### src/rtl/fpadd_pkg.sv
// Shared field widths, special encodings and unpack helper for the single-precision adder.
package fpadd_pkg;

  localparam int unsigned WORD_W = 32;
  localparam int unsigned EXP_W  = 8;
  localparam int unsigned MAN_W  = 23;
  localparam int unsigned BIAS   = 127;
  // Working mantissa: carry + hidden + 23 fraction + guard/round/sticky.
  localparam int unsigned EXT_W  = 28;
  localparam int unsigned LZC_W  = 5;

  localparam logic [WORD_W-1:0] QNAN    = 32'h7FC00000;
  localparam logic [WORD_W-1:0] POS_INF = 32'h7F800000;
  localparam logic [WORD_W-1:0] NEG_INF = 32'hFF800000;

  // Unpacked operand; mant carries the hidden bit (zero for flushed inputs).
  typedef struct packed {
    logic             sign;
    logic [EXP_W-1:0] exp;
    logic [MAN_W:0]   mant;
  } fp_unpacked_t;

  // Split a word into fields, flushing exponent-0 inputs to signed zero.
  function automatic fp_unpacked_t fp_unpack(input logic [WORD_W-1:0] w);
    fp_unpacked_t u;
    u.sign = w[WORD_W-1];
    u.exp  = w[WORD_W-2:MAN_W];
    u.mant = (w[WORD_W-2:MAN_W] == '0) ? '0 : {1'b1, w[MAN_W-1:0]};
    return u;
  endfunction

endpackage

### src/rtl/fp_lzc_norm.sv
// Leading-zero count and left-shift normalizer for the 28-bit working mantissa.
module fp_lzc_norm
  import fpadd_pkg::*;
(
  input  logic [EXT_W-1:0] mant_in,
  output logic [EXT_W-1:0] mant_c,
  output logic [LZC_W-1:0] shift_c
);

  // Highest set bit wins because the scan runs upward; all-zero yields EXT_W.
  always_comb begin
    shift_c = LZC_W'(EXT_W);
    for (int i = 0; i < int'(EXT_W); i++) begin
      if (mant_in[i]) shift_c = LZC_W'(int'(EXT_W) - 1 - i);
    end
  end

  assign mant_c = mant_in << shift_c;

endmodule

### src/rtl/fpadd_mult.sv
// Two-stage pipelined IEEE-754 single-precision adder, round-to-nearest-even, flush-to-zero.
module fpadd_mult
  import fpadd_pkg::*;
(
  input  logic              clk,
  input  logic              reset,
  input  logic [WORD_W-1:0] reg_A,
  input  logic [WORD_W-1:0] reg_B,
  output logic [WORD_W-1:0] result
);

  localparam int          EXP_MAX   = 2 * int'(BIAS) + 1;
  localparam logic [EXP_W-1:0] FAR_SHIFT = EXP_W'(26);
  localparam int unsigned ALN_W     = EXT_W - 1;

  logic [WORD_W-1:0] a_q, b_q, sum_c;

  fp_unpacked_t ua, ub, ux, uy;
  logic         a_nan, b_nan, a_inf, b_inf;
  logic         a_ge_b, eff_sub;
  logic [EXP_W-1:0] exp_diff;

  logic [ALN_W-1:0] y_full, y_shr, y_mask, y_al;
  logic             y_sticky;
  logic [EXT_W-1:0] x_ext, y_ext, raw, norm;
  logic [LZC_W-1:0] lz;

  logic             guard, rnd, sticky, round_up, rnd_carry;
  logic [MAN_W+1:0] rounded;
  logic [MAN_W-1:0] frac;
  int               exp_n;

  // Stage 1: capture operands.
  always_ff @(posedge clk or negedge reset) begin
    if (!reset) begin
      a_q <= '0;
      b_q <= '0;
    end else begin
      a_q <= reg_A;
      b_q <= reg_B;
    end
  end

  // Stage 2: capture the rounded sum.
  always_ff @(posedge clk or negedge reset) begin
    if (!reset) result <= '0;
    else        result <= sum_c;
  end

  assign ua    = fp_unpack(a_q);
  assign ub    = fp_unpack(b_q);
  assign a_inf = (&a_q[WORD_W-2:MAN_W]) && (a_q[MAN_W-1:0] == '0);
  assign b_inf = (&b_q[WORD_W-2:MAN_W]) && (b_q[MAN_W-1:0] == '0);
  assign a_nan = (&a_q[WORD_W-2:MAN_W]) && (a_q[MAN_W-1:0] != '0);
  assign b_nan = (&b_q[WORD_W-2:MAN_W]) && (b_q[MAN_W-1:0] != '0);

  // Larger magnitude becomes X; ties keep A as X.
  assign a_ge_b   = {ua.exp, ua.mant} >= {ub.exp, ub.mant};
  assign ux       = a_ge_b ? ua : ub;
  assign uy       = a_ge_b ? ub : ua;
  assign exp_diff = ux.exp - uy.exp;
  assign eff_sub  = ux.sign ^ uy.sign;

  // Align Y, folding every bit shifted past the round position into sticky.
  assign y_full   = {uy.mant, 3'b000};
  assign y_shr    = y_full >> exp_diff;
  assign y_mask   = ~({ALN_W{1'b1}} << exp_diff);
  assign y_sticky = |(y_full & y_mask);
  assign y_al     = (exp_diff >= FAR_SHIFT) ? {{(ALN_W-1){1'b0}}, |uy.mant}
                                            : (y_shr | {{(ALN_W-1){1'b0}}, y_sticky});

  assign x_ext = {1'b0, ux.mant, 3'b000};
  assign y_ext = {1'b0, y_al};
  assign raw   = eff_sub ? (x_ext - y_ext) : (x_ext + y_ext);

  // Normalizes both the add carry case (shift 0) and subtract cancellation.
  fp_lzc_norm u_norm (
    .mant_in (raw),
    .mant_c  (norm),
    .shift_c (lz)
  );

  // Round to nearest, ties to even, on the normalized mantissa.
  assign guard     = norm[3];
  assign rnd       = norm[2];
  assign sticky    = |norm[1:0];
  assign round_up  = guard & (rnd | sticky | norm[4]);
  assign rounded   = {1'b0, norm[EXT_W-1:4]} + (MAN_W+2)'(round_up);
  assign rnd_carry = rounded[MAN_W+1];
  assign frac      = rnd_carry ? rounded[MAN_W:1] : rounded[MAN_W-1:0];
  assign exp_n     = int'(ux.exp) + 1 - int'(lz) + int'(rnd_carry);

  // Special-case priority, then overflow/underflow, then the packed normal result.
  always_comb begin
    sum_c = '0;
    if (a_nan || b_nan || (a_inf && b_inf && (a_q[WORD_W-1] != b_q[WORD_W-1]))) begin
      sum_c = QNAN;
    end else if (a_inf) begin
      sum_c = a_q;
    end else if (b_inf) begin
      sum_c = b_q;
    end else if ((ua.mant == '0) && (ub.mant == '0)) begin
      sum_c = {ua.sign & ub.sign, {(WORD_W-1){1'b0}}};
    end else if (raw == '0) begin
      sum_c = '0;
    end else if (exp_n >= EXP_MAX) begin
      sum_c = ux.sign ? NEG_INF : POS_INF;
    end else if (exp_n <= 0) begin
      sum_c = {ux.sign, {(WORD_W-1){1'b0}}};
    end else begin
      sum_c = {ux.sign, EXP_W'(exp_n), frac};
    end
  end

endmodule

### config.mk
export PLATFORM = sky130hd
export DESIGN_NAME = fpadd_mult
export DESIGN_NICKNAME = d
export VERILOG_FILES = /design/src/rtl/fpadd_pkg.sv /design/src/rtl/fp_lzc_norm.sv /design/src/rtl/fpadd_mult.sv
export SDC_FILE = /design/constraint.sdc
export NUM_CORES = 1
export LEC_CHECK = 0
export CORE_MARGIN = 2
export CORE_UTILIZATION = 62
export CTS_CLUSTER_SIZE = 28
export DETAILED_ROUTE_END_ITERATION = 10
export HOLD_SLACK_MARGIN = 0.02
export PLACE_DENSITY = 0.94
export SLEW_MARGIN = 25
export SYNTH_ARGS = -nofsm -noshare
export SYNTH_HDL_FRONTEND = slang
export SYNTH_HIERARCHICAL = 1
export SYNTH_SLANG_ARGS = --single-unit
### constraint.sdc
create_clock -name clk -period 19.6 [get_ports clk]
set_input_delay 3.92 -clock clk [delete_from_list [all_inputs] [get_ports clk]]
set_output_delay 3.92 -clock clk [all_outputs]
set_load 0.02 [all_outputs]
==> metrics.log <==
[metrics] status: finished, final reports clean
[metrics] count of different cell masters after synthesis: 106
[metrics] worst min-delay path category: flip-flop to flip-flop
[metrics] initial standard-cell utilization of the core: 63.08%
[metrics] share of the synthesized area in the top cell type: 17.51%
[metrics] weighted congestion at the end of routability-driven global placement: 1.074
[metrics] total gr overflow: 0
[metrics] CP max FO: 28
[metrics] fraction of the yosys area taken by sequential cells: 17.51%
[metrics] summed negative setup slack over all endpoints: 0 ns
[metrics] RR Startpoint: a_q[28]$_DFF_PN0_
[metrics] post-CTS setup buffer count: 0
[metrics] main area contributors after synthesis: dfrtp_1, ha_1, mux2i_1
[metrics] Period minus WS final: 17.81 ns
[metrics] beginning of the critical path: a_q[28]$_DFF_PN0_
[metrics] transition at the pin with the smallest max-transition slack: 1.112 ns
[metrics] residual DRC count: 0
[metrics] count of clock tree sinks: 96
[metrics] origin of the worst min-delay path: a_q[31]$_DFF_PN0_
[metrics] total power: 1.473 mW
[metrics] total count of hold-check failures in the final report: 0
[metrics] count of buffers from port buffering: 97
[metrics] vias in the first global route: 14050
[metrics] Post-synth ARST share: 100.0%
[metrics] Routed WL per cell: 21.88 um
[metrics] multi-input combinational cell area: 10420 um^2
[metrics] number of buffers created by CTS: 9
[metrics] DR iter-0 viols: 1683
[metrics] number of buffers inserted by hold repair at cts: 0
[metrics] number of vias in the routed layout: 14990
[metrics] Site Rows: 54
[metrics] antenna-violating nets left: 0
[metrics] maximum count of clock buffers along a single path: 2
[metrics] cell type with the largest total area after synthesis: dfrtp_1
[metrics] count of mapped cells out of synthesis: 1869
[metrics] Vias per Instance: 6.906
[metrics] Post-Syn Area per Cell: 7.343 um^2
[metrics] leakage power total: 6.589 nW
[metrics] number of gates given a new drive strength after cts: 0
[metrics] clock tree from TritonCTS: done
[metrics] total detailed-routing wirelength: 47470 um
[metrics] area enclosed by the die boundary: 23340 um^2
[metrics] floorplan die width: 152.8 um
[metrics] antenna fix cells: 0
[metrics] Clk Tree Root Cell: clkbuf_16
[metrics] clock latency reported for the late side of the worst-skew pair: 0.35 ns
[metrics] Final period util: 90.85%
[metrics] max incr delay on CP: 0.78 ns
[metrics] die boundary height: 152.8 um
[metrics] DP HPWL: 36830 um
[metrics] count of max-cap constraint violations: 0
[metrics] YS warnings: 6
[metrics] Worst EP arrival: 18.06 ns
[metrics] share of cells above drive strength 1: 6.243%
[metrics] count of flip-flops with a built-in enable after synthesis: 0
[metrics] Sequential Area: 2402 um^2
[metrics] ratio of total power to cell area: 98.42 nW/um^2
[metrics] global-route usage over all layers: 39.78%
[metrics] Post-Synthesis Net Count: 2035
[metrics] fill cell count: 1818
[metrics] antenna violations before repair: 0
[metrics] number of endpoints failing setup at the final stage: 0
[metrics] core utilization of the finished layout: 68.79%
[metrics] most numerous cell in the Yosys netlist: nand2_1
[metrics] achievable frequency: 56.16 MHz
[metrics] post-synthesis sequential element count: 96
[metrics] clock transition time at the flip-flop clock pins of the worst setup and hold paths: 0.07 ns
[metrics] wire length of the first global-routing pass: 76250 um
[metrics] net total in the final layout: 2051
[metrics] detailed-router iteration count before antenna repair: 8
[metrics] crit path max-delay cell type: a2111oi_0
[metrics] kind of start point of the critical path: flip-flop
[metrics] skew final: 0.01007 ns
[metrics] setup slack, reg-to-reg: 1.79 ns
[metrics] list of most frequent post-synthesis cells: nand2_1, nor2_1, a21oi_1
[metrics] worst-case headroom to the max-slew limit: 25.79%
[metrics] cell occurring most often along the worst timing path: ha_1
[metrics] pin count of the biggest net entering global routing: 81
[metrics] max-slew violation count: 0
[metrics] VDD IR max: 0.06511 mV
[metrics] area delta synth->final: 9.054%
[metrics] predominant post-synthesis flop cell: dfrtp_1
[metrics] critical setup path kind: flip-flop to flip-flop
[metrics] RSZ-0062 raised after global routing: false
[metrics] critical path data required time: 19.85 ns
[metrics] Cell Area, Synth: 13720 um^2
[metrics] H-Tree Level Count: 3
[metrics] core outline area: 21760 um^2
[metrics] endpoint kind of the worst setup timing path: flip-flop
[metrics] I/O pins: 98
==> worst max-delay path: cells and delay by family (launching register included) <==
| kind | cells | cell delay (ns) |
|---|---|---|
| buffers and inverters | 3 | 0.84 |
| adder cells (fa/ha/maj) | 5 | 1.22 |
| flip-flops | 1 | 0.49 |
| AO/OA/AOI/OAI | 23 | 6.91 |
| AND/OR/NAND/NOR | 26 | 7.84 |
| multiplexers | 1 | 0.35 |
==> layout make-up <==
| cell class | instances | area share [%] |
|---|---|---|
| clock buffer | 10 | 1.597 |
| timing repair buffer | 113 | 7.299 |
| clock inverter | 6 | 0.2843 |
| tap | 280 | 2.341 |
| sequential | 96 | 16.05 |
| inverter | 113 | 2.834 |
| multi-input combinational | 1552 | 69.59 |
==> power by group <==
group	leakage, nW	internal [mW]	total, mW	switching [mW]
sequential	1.14	0.232	0.248	0.0165
clock	0.135	0.0897	0.169	0.0790
combinational	5.31	0.379	1.06	0.677
total	6.59	0.700	1.47	0.773
==> cells in the final DEF, fill, tap and decap left out, types with 17 or more instances in the layout <==
master           Yosys  routed
xor2_1              18      17
o211ai_1            20      20
a211oi_1            17      17
nand2_1            202     202
nor3_1              47      47
mux2_2              20      20
xnor2_1             39      39
o21bai_1            20      20
or3_1               20      20
dfrtp_1             96      96
nor4_1              30      29
inv_1              105     105
a21oi_1            127     127
nor2_1             199     199
ha_1                98      97
a31oi_1             18      17
mux2i_1            114     114
nand3_1             67      66
and2_1              25      25
nand2b_1            23      23
clkdlybuf4s50_1      0      96
o21ai_0            113     112
nand4_1             43      43
==> worst paths after layout <==
path / endpoint / depth (start not counted)
max: result[14]$_DFF_PN0_ / 58
min: result[31]$_DFF_PN0_ / 4
max reg2reg: result[14]$_DFF_PN0_ / 58
min reg2reg: result[31]$_DFF_PN0_ / 4
max in group asynchronous: result[3]$_DFF_PN0_ / 2
min in group asynchronous: a_q[16]$_DFF_PN0_ / 1
==> sequential cells by signal, summed over array words and instances, names as in the netlist <==
signal / cells
result: 32
a_q: 32
b_q: 32
==> cells by family after synthesis <==
logic type / count (synthesis) / share of synthesized area, %
DFF: 96 / 17.51
muxes: 146 / 11.48
buffers and inverters: 221 / 6.948
AOI/OAI and AO/OA: 514 / 25.26
xor gates and xnor gates: 58 / 3.756
and+or+nand+nor: 733 / 25.76
adders and majority gates: 101 / 9.300
==> layer usage <==
metal / vias to the layer above / track usage, % / part of all wire [%]
li1: 6856 / - / -
met1: 6995 / 54.20 / 41
met2: 984 / 62.72 / 44
met3: 152 / 7.224 / 11
met4: 0 / 15.78 / 4.0
met5: - / 0 / 0
==> per-stage QoR <==
step | setup slack [ns] | std cells | area (um^2) | hold slack, ns
global route | 0.4520 | 2170 | 14970 | 0.7602
global placement | 2.821 | 2154 | 14670 | 0.6588
CTS | 2.105 | 2170 | 14950 | 0.6940
finish | 1.793 | 2170 | 14970 | 0.7061
floorplan | 4.792 | 1869 | 13720 | 0.6152
detailed placement | 2.171 | 2154 | 14670 | 0.6846
Note: power is estimated with default switching activity, not from simulation.
